### src/rtl/dual_rail_countdown_pkg.sv
// dr_pkg: types and helpers shared by the dual-rail countdown sequencer.
//   state_t    - sequencer states
//   dr_pair_t  - one dual-rail pair {t, f}
//   dr_word_t  - four pairs; index 3 is pair E1 (operand MSB), index 0 is E4
//   DR_NULL / DR_DATA0 / DR_DATA1 - legal pair codes; (1,1) is illegal
//   dr_encode  - 4-bit value -> four DATA pairs
package dr_pkg;

  typedef enum logic [1:0] {
    IDLE,
    DRIVE_DATA,
    DRIVE_NULL,
    DONE
  } state_t;

  typedef struct packed {
    logic t;
    logic f;
  } dr_pair_t;

  typedef dr_pair_t [3:0] dr_word_t;

  localparam dr_pair_t DR_NULL  = 2'b00;
  localparam dr_pair_t DR_DATA0 = 2'b01;
  localparam dr_pair_t DR_DATA1 = 2'b10;

  function automatic dr_word_t dr_encode(input logic [3:0] v);
    dr_word_t w;
    for (int unsigned i = 0; i < 4; i++) begin
      w[i] = v[i] ? DR_DATA1 : DR_DATA0;
    end
    return w;
  endfunction

endpackage

### src/rtl/dual_rail_countdown_if.sv
// dual_rail_countdown_if: start/done handshake between synchronous logic and
// the dual-rail countdown sequencer.
//   start    - begin a countdown (honoured only while the sequencer is idle)
//   load_val - countdown start value, sampled when start is accepted
//   busy     - countdown in progress
//   done     - one-cycle pulse on detector-reported zero
//   err      - sticky timeout / check-failure flag
//   steps    - decrements performed in the current/last countdown
// master: the controlling logic; slave: the sequencer.
interface dual_rail_countdown_if;

  logic       start;
  logic [3:0] load_val;
  logic       busy;
  logic       done;
  logic       err;
  logic [3:0] steps;

  modport master (
    output start, load_val,
    input  busy, done, err, steps
  );

  modport slave (
    input  start, load_val,
    output busy, done, err, steps
  );

endinterface

### src/rtl/dual_rail_countdown_completion_filter.sv
// dr_completion_filter: registers the detector's dual-rail result and
// qualifies it.
//   clk, rst         - clock, synchronous active-high reset
//   in_t, in_f       - raw dual-rail pair from the detector
//   is_null, is_data - registered pair has held that complete code for
//                      SETTLE consecutive cycles
//   is_illegal       - registered pair is (1,1) (not qualified; it never
//                      counts as settled)
//   data_val         - true rail of the registered pair
module dr_completion_filter
  import dr_pkg::*;
#(
  parameter int unsigned SETTLE = 2
) (
  input  logic clk,
  input  logic rst,
  input  logic in_t,
  input  logic in_f,
  output logic is_null,
  output logic is_data,
  output logic is_illegal,
  output logic data_val
);

  localparam int unsigned SW = $clog2(SETTLE + 1);
  localparam logic [SW-1:0] SMAX = SW'(SETTLE);

  dr_pair_t      in_p;
  dr_pair_t      zr;
  logic [SW-1:0] sc;

  assign in_p = {in_t, in_f};

  // sc counts the cycles (saturating at SETTLE) that zr has held its current
  // complete value; a change or an illegal code restarts it.
  always_ff @(posedge clk) begin
    if (rst) begin
      zr <= DR_NULL;
      sc <= '0;
    end else begin
      zr <= in_p;
      if (in_p == 2'b11) begin
        sc <= '0;
      end else if (in_p == zr) begin
        if (sc != SMAX) sc <= sc + SW'(1);
      end else begin
        sc <= SW'(1);
      end
    end
  end

  assign is_null    = (zr == DR_NULL) && (sc == SMAX);
  assign is_data    = ((zr == DR_DATA0) || (zr == DR_DATA1)) && (sc == SMAX);
  assign is_illegal = (zr == 2'b11);
  assign data_val   = zr.t;

endmodule

### src/rtl/dual_rail_countdown.sv
// dual_rail_countdown: clocked sequencer for a 4-input dual-rail zero
// detector. Loads a value, presents it as alternating DATA/NULL wavefronts,
// and decrements on each "non-zero" answer until the detector reports zero.
//   clk, rst            - clock, synchronous active-high reset
//   ctl (slave)         - start/load_val in; busy/done/err/steps out
//   E1_t/E1_f..E4_t/E4_f- registered dual-rail operand (E1 = bit 3)
//   zero_t, zero_f      - dual-rail detector result
// Optional build macro DR_CHECK_EN: abort with err on a (1,1) result or on a
// result that disagrees with the loaded count; otherwise results are trusted.
module dual_rail_countdown
  import dr_pkg::*;
#(
  parameter int unsigned SETTLE         = 2,
  parameter int unsigned TIMEOUT_CYCLES = 64
) (
  input  logic                  clk,
  input  logic                  rst,
  dual_rail_countdown_if.slave  ctl,
  output logic                  E1_t,
  output logic                  E1_f,
  output logic                  E2_t,
  output logic                  E2_f,
  output logic                  E3_t,
  output logic                  E3_f,
  output logic                  E4_t,
  output logic                  E4_f,
  input  logic                  zero_t,
  input  logic                  zero_f
);

  localparam int unsigned TW = $clog2(TIMEOUT_CYCLES + 1);
  localparam logic [TW-1:0] TMAX = TW'(TIMEOUT_CYCLES);

  state_t        state, state_d;
  logic [3:0]    cnt, cnt_d;
  logic [3:0]    steps_q, steps_d;
  logic          err_q, err_d;
  logic [TW-1:0] timer;
  dr_word_t      e_q;
  logic          busy_q;
  logic          done_q;

  logic f_null, f_data, f_illegal, f_val;

  dr_completion_filter #(
    .SETTLE(SETTLE)
  ) u_filter (
    .clk        (clk),
    .rst        (rst),
    .in_t       (zero_t),
    .in_f       (zero_f),
    .is_null    (f_null),
    .is_data    (f_data),
    .is_illegal (f_illegal),
    .data_val   (f_val)
  );

  always_comb begin
    state_d = state;
    cnt_d   = cnt;
    steps_d = steps_q;
    err_d   = err_q;
    case (state)
      IDLE: begin
        if (ctl.start) begin
          cnt_d   = ctl.load_val;
          steps_d = '0;
          err_d   = 1'b0;
          state_d = DRIVE_DATA;
        end
      end
      DRIVE_DATA: begin
        if (timer == TMAX) begin
          err_d   = 1'b1;
          state_d = IDLE;
        end
`ifdef DR_CHECK_EN
        else if (f_illegal) begin
          err_d   = 1'b1;
          state_d = IDLE;
        end else if (f_data) begin
          if (f_val != (cnt == 4'd0)) begin
            err_d   = 1'b1;
            state_d = IDLE;
          end else if (f_val) begin
            state_d = DONE;
          end else begin
            cnt_d   = cnt - 4'd1;
            steps_d = steps_q + 4'd1;
            state_d = DRIVE_NULL;
          end
        end
`else
        // (1,1) never settles, so it can only end in a timeout.
        else if (f_data && !f_illegal) begin
          if (f_val) begin
            state_d = DONE;
          end else begin
            cnt_d   = cnt - 4'd1;
            steps_d = steps_q + 4'd1;
            state_d = DRIVE_NULL;
          end
        end
`endif
      end
      DRIVE_NULL: begin
        if (timer == TMAX) begin
          err_d   = 1'b1;
          state_d = IDLE;
        end
`ifdef DR_CHECK_EN
        else if (f_illegal) begin
          err_d   = 1'b1;
          state_d = IDLE;
        end
`endif
        else if (f_null) begin
          state_d = DRIVE_DATA;
        end
      end
      DONE: begin
        state_d = IDLE;
      end
      default: begin
        state_d = IDLE;
      end
    endcase
  end

  always_ff @(posedge clk) begin
    if (rst) begin
      state   <= IDLE;
      cnt     <= '0;
      steps_q <= '0;
      err_q   <= 1'b0;
      timer   <= '0;
      e_q     <= '0;
      busy_q  <= 1'b0;
      done_q  <= 1'b0;
    end else begin
      state   <= state_d;
      cnt     <= cnt_d;
      steps_q <= steps_d;
      err_q   <= err_d;
      if (state_d != state) begin
        timer <= '0;
      end else if (timer != TMAX) begin
        timer <= timer + TW'(1);
      end
      // Outputs follow the next state so phase changes show on E in the same
      // edge; the IDLE->DRIVE_DATA entry alone is held back one cycle, which
      // gives the extra first cycle between acceptance and the first DATA.
      e_q    <= (state_d == DRIVE_DATA && state != IDLE) ? dr_encode(cnt_d) : '0;
      busy_q <= (state_d == DRIVE_DATA || state_d == DRIVE_NULL) && (state != IDLE);
      done_q <= (state_d == DONE);
    end
  end

  assign E1_t = e_q[3].t;
  assign E1_f = e_q[3].f;
  assign E2_t = e_q[2].t;
  assign E2_f = e_q[2].f;
  assign E3_t = e_q[1].t;
  assign E3_f = e_q[1].f;
  assign E4_t = e_q[0].t;
  assign E4_f = e_q[0].f;

  assign ctl.busy  = busy_q;
  assign ctl.done  = done_q;
  assign ctl.err   = err_q;
  assign ctl.steps = steps_q;

endmodule

### src/flat_wrapper.sv
// flat-port wrapper written by rule: the top's interface ports become plain ports
module dual_rail_countdown_flat import dr_pkg::*;
#(
  parameter int unsigned SETTLE         = 2,
  parameter int unsigned TIMEOUT_CYCLES = 64
)
  (clk, rst, E1_t, E1_f, E2_t, E2_f, E3_t, E3_f, E4_t, E4_f, zero_t, zero_f, ctl_start, ctl_load_val, ctl_busy, ctl_done, ctl_err, ctl_steps);
  dual_rail_countdown_if ctl_i ();
  input  logic clk;
  input  logic rst;
  output logic E1_t;
  output logic E1_f;
  output logic E2_t;
  output logic E2_f;
  output logic E3_t;
  output logic E3_f;
  output logic E4_t;
  output logic E4_f;
  input  logic zero_t;
  input  logic zero_f;
  input wire logic [$bits(ctl_i.start)-1:0] ctl_start;
  input wire logic [$bits(ctl_i.load_val)-1:0] ctl_load_val;
  output wire logic [$bits(ctl_i.busy)-1:0] ctl_busy;
  output wire logic [$bits(ctl_i.done)-1:0] ctl_done;
  output wire logic [$bits(ctl_i.err)-1:0] ctl_err;
  output wire logic [$bits(ctl_i.steps)-1:0] ctl_steps;
  assign ctl_i.start = ctl_start;
  assign ctl_i.load_val = ctl_load_val;
  assign ctl_busy = ctl_i.busy;
  assign ctl_done = ctl_i.done;
  assign ctl_err = ctl_i.err;
  assign ctl_steps = ctl_i.steps;
  dual_rail_countdown #(.SETTLE(SETTLE), .TIMEOUT_CYCLES(TIMEOUT_CYCLES)) u_core (.clk(clk), .rst(rst), .ctl(ctl_i), .E1_t(E1_t), .E1_f(E1_f), .E2_t(E2_t), .E2_f(E2_f), .E3_t(E3_t), .E3_f(E3_f), .E4_t(E4_t), .E4_f(E4_f), .zero_t(zero_t), .zero_f(zero_f));
endmodule
### config.mk
export PLATFORM = sky130hd
export DESIGN_NAME = dual_rail_countdown_flat
export DESIGN_NICKNAME = d
export VERILOG_FILES = /design/src/rtl/dual_rail_countdown_pkg.sv /design/src/rtl/dual_rail_countdown_if.sv /design/src/rtl/dual_rail_countdown_completion_filter.sv /design/src/rtl/dual_rail_countdown.sv /design/src/flat_wrapper.sv
export SDC_FILE = /design/constraint.sdc
export NUM_CORES = 1
export LEC_CHECK = 0
export CAP_MARGIN = 20
export CORE_ASPECT_RATIO = 1.25
export CORE_MARGIN = 2
export CORE_UTILIZATION = 45
export CTS_BUF_LIST = sky130_fd_sc_hd__clkbuf_4
export DETAILED_ROUTE_END_ITERATION = 16
export MAX_ROUTING_LAYER = met4
export PLACE_DENSITY = 0.67
export REMOVE_ABC_BUFFERS = 1
export SLEW_MARGIN = 40
export SYNTH_ARGS = -nofsm -noshare
export SYNTH_HDL_FRONTEND = slang
export SYNTH_HIERARCHICAL = 1
export SYNTH_SLANG_ARGS = --single-unit
### constraint.sdc
create_clock -name clk -period 2.8 [get_ports clk]
set_input_delay 0.42 -clock clk [delete_from_list [all_inputs] [get_ports clk]]
set_output_delay 0.42 -clock clk [all_outputs]
set_load 0.005 [all_outputs]
* Word-level counts from Yosys, hierarchy flattened
Index checks and enable logic that the tools add are counted.
Word-level totals: register bits after elaboration 32, input bits 9, output and inout port bits 15, logic and storage cells 93
Operators by class: add/sub/neg operators 4, equality and inequality tests 22, muxes and demuxes 26, bitwise logic cells 2, reduce and logical (&&, ||, !) cells 20
Operator list (count):
- $mux 4 | 8
- $mux 2 | 9
- $eq 2x2->1 const B | 8
- $pmux 4 s2 | 2
- $ne 2x2->1 const B | 4
- $pmux 2 s4 | 1
- $reduce_or 2->1 | 4
- $add 7x1->7 const B | 1
- $eq 7x7->1 const B | 1
- $ne 7x7->1 const B | 1
- $eq 2x1->1 const B | 3
- $ne 2x1->1 const B | 3
- $reduce_bool 2->1 | 3
- $logic_and 1x1->1 | 5
- $mux 1 | 5
- $reduce_and 5->1 | 1
- $add 4x1->4 const B | 1
- $logic_not 2->1 | 2
- $sub 4x1->4 const B | 1
- $reduce_and 3->1 | 1
- $reduce_or 3->1 | 1
- $add 2x1->2 const B | 1
- $eq 2x2->1 | 1
- $logic_or 1x1->1 | 2
- other kinds (4) | 5

* Longest topological paths before layout
depth after elaboration 11, gate-level depth with buffers 11, depth with buffers taken out 11

* Cells and area by module
The synthesis kept the hierarchy.
By module, submodules not included:
- dual_rail_countdown | instances 1, cells each 164, area each 1463.9 µm², seq. area each 560.5 µm²
- dr_completion_filter | instances 1, cells each 26, area each 239.0 µm², seq. area each 80.1 µm²

* Least setup slack after synthesis
No wires, ideal clock.
kind reg2reg, start register u_core.u_filter.zr (netlist bit u_core/u_filter/data_val), end register u_core.e_q (netlist bit u_core/E1_f), setup time 0.116 ns, arrival time 2.176 ns, required time 2.684 ns, slack 0.509 ns, stages on the path, launching flop included 12, path buffers 0, period minus slack after synthesis 2.291 ns, cells stage by stage dfxtp_1 inv_1 ha_1 and2_1 and4b_1 a311oi_1 nor2_1 nor2_1 a21oi_1 ha_1 and2_1 and3_1
Between the ends: longest elaborated chain between the ends 11, elaborated cells on any way between the ends 24, those cells by class 4 x eq/ne; 11 x mux; 1 x bitwise; 8 x reduce/logical
Ends and longest elaborated chain:
- from (decl) | line dual_rail_countdown_completion_filter.sv:29 | dr_pair_t zr;
- from (signal assigned) | line dual_rail_countdown_completion_filter.sv:41 | zr <= in_p;
- $eq 2x1->1 / $eq 2x2->1 (equally long branches) | line dual_rail_countdown_completion_filter.sv:53 | assign is_data = ((zr == DR_DATA0) || (zr == DR_DATA1)) && (sc == SMAX);
- $logic_or 1x1->1 * | line dual_rail_countdown_completion_filter.sv:53
- $logic_and 1x1->1 * | line dual_rail_countdown_completion_filter.sv:53
- net u_core.f_data | line dual_rail_countdown.sv:43 | logic f_null, f_data, f_illegal, f_val;
- $logic_and 1x1->1 * | line dual_rail_countdown.sv:95 | else if (f_data && !f_illegal) begin
- $mux 2 | line dual_rail_countdown.sv:95
- $mux 2 | line dual_rail_countdown.sv:73 | if (timer == TMAX) begin
- $pmux 2 s4 | line dual_rail_countdown.sv:63 | case (state)
- $eq 2x1->1 | line dual_rail_countdown.sv:153 | e_q <= (state_d == DRIVE_DATA && state != IDLE) ? dr_encode(cnt_d) : '0;
- $logic_and 1x1->1 | line dual_rail_countdown.sv:153
- $not 1->1 (no source line)
- $reduce_or 2->1 (no source line)
- to (signal assigned) | line dual_rail_countdown.sv:153
- to (decl) | line dual_rail_countdown.sv:39 | dr_word_t e_q;
Mark *: on every way through the listed nets, which the timed path passes. The rest lies on a longest branch. A chain may end at the register's enable or synchronous reset.

* Worst setup path after layout
Same ends and word-level chain as after synthesis.

==> flow_results.org <==
** Yosys
- Among all flip-flop cells after synthesis, the most frequent one is dfxtp_1.
- Yosys printed 6 warnings.
- Counting flops with a built-in enable in the synthesized netlist gives 0.
- Counting distinct cell types in the post-synthesis netlist gives 49.
- Syn Area/Cell :: 8.963 sq um
- Fraction of the yosys area taken by sequential cells :: 37.62%
- Async S/R FF share, synth :: 0%
- Post-synthesis instance area :: 1703 sq um
- Number of cells produced by synthesis :: 190
- Number of flip-flops and latches in the synthesized netlist :: 32

** STA
- Max-Slew Margin vs Limit :: 63.76%
- For this run, the top clock speed supported by timing is 0.4085 GHz.
- The count of final max-slew check failures came to 0.
- Aggregate negative setup slack :: 0 ps
- RSZ-0062 raised after global routing :: no
- Final Hold Viols :: 0
- For the final database, setup skew stands at 10.27 ps.
- Dividing the final minimum period by the clock period gives 87.44%.
- Slew @ Worst Pin :: 543.6 ps
- Counting I/O delays and the setup requirement, the final critical path takes 2448 ps.
- Setup violations remaining at the end of the flow were counted as 0.

** Finish
- Design area :: 2066 sq um
- Net count reported at finish :: 238
- Compared with the post-synthesis result, the final layout area differs by 21.31%.
- The post-route netlist has 11.47% of its cells at a drive strength greater than 1.
- The filler cells instantiated in the layout total 345.
- Number of diodes :: 0

** Run status
- Result of the run :: finished clean

** Route
- In the final routed layout, each cell accounts on average for 13.27 um.
- Initial DRC count :: 32
- Detailed routing inserted a total of 1416 vias.
- For this run, the detailed router's first-pass iteration total came to 4.
- After detailed routing, the number of vias per cell comes to 5.488.
- Total Wirelength :: 3423 um
- Final routed DRC violation total :: 0
- The count of nets left with antenna violations once routing finished came out at 0.

** Power and ir drop
- Leakage :: 0.8121 nW
- Clock share of power :: 33.9%
- The internal power of the cells totals 0.7437 mW.
- Net switching is 26.59% of the power.
- Sequential cells account for 49.1% of the total power.
- Logic pwr share :: 17.0%
- Power density relative to cell area :: 490.4 nW/um^2
- Across the VDD grid, the largest voltage drop is 0.2766 mV.
- Net Switching :: 0.2694 mW

** Critical path
- Data on the critical path arrives at its endpoint at 2680 ps.
- The worst setup path is launched from a flop.
- The slowest stage of the critical path belongs to the cell dfxtp_1.
- Endpoint kind of the worst setup timing path :: flop
- Critical setup path kind :: reg -> reg
- For this run, the slowest stage of the critical path takes 470 ps.
- Critical-path cell list :: inv_1 > ha_1 > and2_1 > and4b_1 > a311oi_2 > nor2_1 > nor2_1 > a21oi_1 > ha_1 > and2_1 > and3_1
- In this run the worst path has a maximum fanout of 8.
- Required time of the worst setup path :: 3030 ps

** Clocking
- Clock latency at the later pin of the worst-skew pair :: 330 ps
- Clock tree from TritonCTS :: yes
- Post-CTS Hold Fix Bufs :: 0
- In this run the deepest clock path goes through 2 buffers.
- CTS built an H-tree with a depth of 2.
- After clock tree synthesis, the clock-pin slew on the worst setup and hold paths is 100 ps.
- Master cell of the clock root buffer :: clkbuf_4
- TritonCTS Buffers :: 5
- CTS saw 32 sinks.

** Hold path
- Type of the worst min-delay path :: reg -> reg

** Global route
- Entering global routing, the biggest net connects 18 pins.
- Vias in the first global route :: 1314
- Number of antenna violations at the first check in global routing :: 0
- Overall fraction of global-route tracks in use :: 18.29%
- Global routing finished with a remaining overflow of 0.
- The first global-routing pass estimated 5796 um of wire.

** Run
- Max Cap Viol :: 0

** Placement
- At the end of routability-driven placement, the weighted congestion stood at 0.8217.
- Count of buffers from port buffering :: 23
- Placed cell areas :: 1979 sq um
- The wire-length estimate of the detail-placed layout is 2599 um.

** Floorplan
- Top Ports :: 24
- Die Span Y :: 72.78 um
- In this run the horizontal extent of the chip is 59.02 um.
- Die area :: 4295 sq um
- Initial core utilization :: 46.14%
- The floorplan has 25 rows.
- In this run the standard cell core region covers 3691 sq um.
[final timing paths]
path,depth (start not counted),endpoint,start,slack [ps]
worst max-delay path,11,u_core/E1_f$_SDFF_PP0_,u_core/u_filter/data_val$_SDFF_PP0_,350
worst min-delay path,2,u_core/ctl.steps[1]$_SDFFE_PP0P_,u_core/ctl.steps[1]$_SDFFE_PP0P_,520
worst max register to register,11,u_core/E1_f$_SDFF_PP0_,u_core/u_filter/data_val$_SDFF_PP0_,350
worst min register to register,2,u_core/ctl.steps[1]$_SDFFE_PP0P_,u_core/ctl.steps[1]$_SDFFE_PP0P_,520
[cell type report]
class                           instances  area [sq um]  share of cell area [%]
Clock buffer                            5         37.54                   1.817
Sequential cell                        32         640.6                   31.01
Clock inverter                          3         42.54                   2.059
Multi-Input combinational cell        140         993.5                   48.09
Tap cell                               40         50.05                   2.423
Timing Repair Buffer                   27         260.3                   12.60
Inverter                               11         41.29                   1.999
[worst max-delay path: cells and delay by family, from the launching register on]
kind / cells / cell delay (ps)
simple gates: 6 / 900
fa+ha+maj: 2 / 510
flops: 1 / 470
compound gates: 2 / 400
buf+inv: 1 / 70
[what timing repair did]
action / in CTS / in global routing
buffers inserted: 0 / 0
resized for setup: 0 / 1
endpoints found under the setup margin: 0 / 1
[through the flow]
stage	total power, mW	cells	utilization, %	hold slack (ps)	setup slack, ps
final	1.013	258	55.97	523.4	351.8
after global routing	1.076	258	55.97	565.5	87.93
after CTS	1.032	258	55.80	524.2	259.9
after detailed placement	0.6812	250	53.63	505.9	287.5
after global placement	0.6717	250	53.63	492.0	342.0
after floorplan	0.6139	183	-	478.9	500.5
[power groups by stage]
stage	clock network, mW	logic, mW	registers [mW]
2_1_floorplan	0	0.110	0.504
4_1_cts	0.360	0.174	0.498
6_report	0.343	0.173	0.498
3_3_place_gp	0	0.166	0.506
3_5_place_dp	0	0.173	0.508
5_1_grt	0.377	0.198	0.501
[routing by layer]
layer	track usage, %	share of wire, %
met5	-	0
met2	30.00	52
met1	21.89	43
met4	6.061	0.79
met3	4.255	3.6
[layout by cell type (no fill, tap or decap), types with 2 or more instances in the layout]
| cell | Yosys | final |
|---|---|---|
| nor2_1 | 21 | 21 |
| a21oi_1 | 15 | 15 |
| nand2_1 | 11 | 11 |
| o21a_1 | 2 | 2 |
| nand2b_1 | 5 | 5 |
| and2_1 | 6 | 6 |
| nor3_2 | 2 | 2 |
| xor2_1 | 5 | 5 |
| inv_1 | 11 | 11 |
| mux2i_1 | 4 | 4 |
| o21bai_1 | 2 | 2 |
| ha_1 | 12 | 12 |
| nand3_1 | 5 | 5 |
| nor3_1 | 4 | 4 |
| mux2_2 | 3 | 3 |
| buf_4 | 0 | 4 |
| a311oi_2 | 1 | 2 |
| nor2b_1 | 4 | 4 |
| xnor2_1 | 6 | 6 |
| dfxtp_1 | 32 | 32 |
| clkbuf_4 | 0 | 5 |
| clkdlybuf4s50_1 | 0 | 23 |
| o21ai_0 | 5 | 5 |
[state kept, by name, indices dropped and copies added (netlist names), 2 cells and up]
signal and cells:
u_core/u_filter/sc 2, u_core/state 2, u_core/cnt 4, u_core/timer 7, u_core/ctl.steps 4
[logic make-up after synthesis]
| logic type | after synthesis | share of synthesized area, % |
|---|---|---|
| xor+xnor | 11 | 5.657 |
| compound gates | 39 | 15.94 |
| flops | 32 | 37.62 |
| simple gates | 71 | 23.22 |
| buf+inv | 18 | 4.408 |
| fa+ha+maj | 12 | 8.817 |
| mux | 7 | 4.335 |
[Yosys cell counts, drive strengths merged, types with 3 or more instances]
library cell / n / area share, %
inv: 11 / 2.4
nand3: 5 / 1.5
mux2: 3 / 2.0
and2: 6 / 2.2
mux2i: 4 / 2.4
xor2: 5 / 2.6
dfxtp: 32 / 38
nand2b: 5 / 1.8
nor3: 6 / 2.4
nor2: 22 / 5.8
ha: 12 / 8.8
o21ai: 6 / 2.4
nand2: 11 / 2.4
a21oi: 15 / 4.4
xnor2: 6 / 3.1
clkbuf: 6 / 1.3
nor2b: 4 / 1.5
Power figures use the tool's default switching activity.
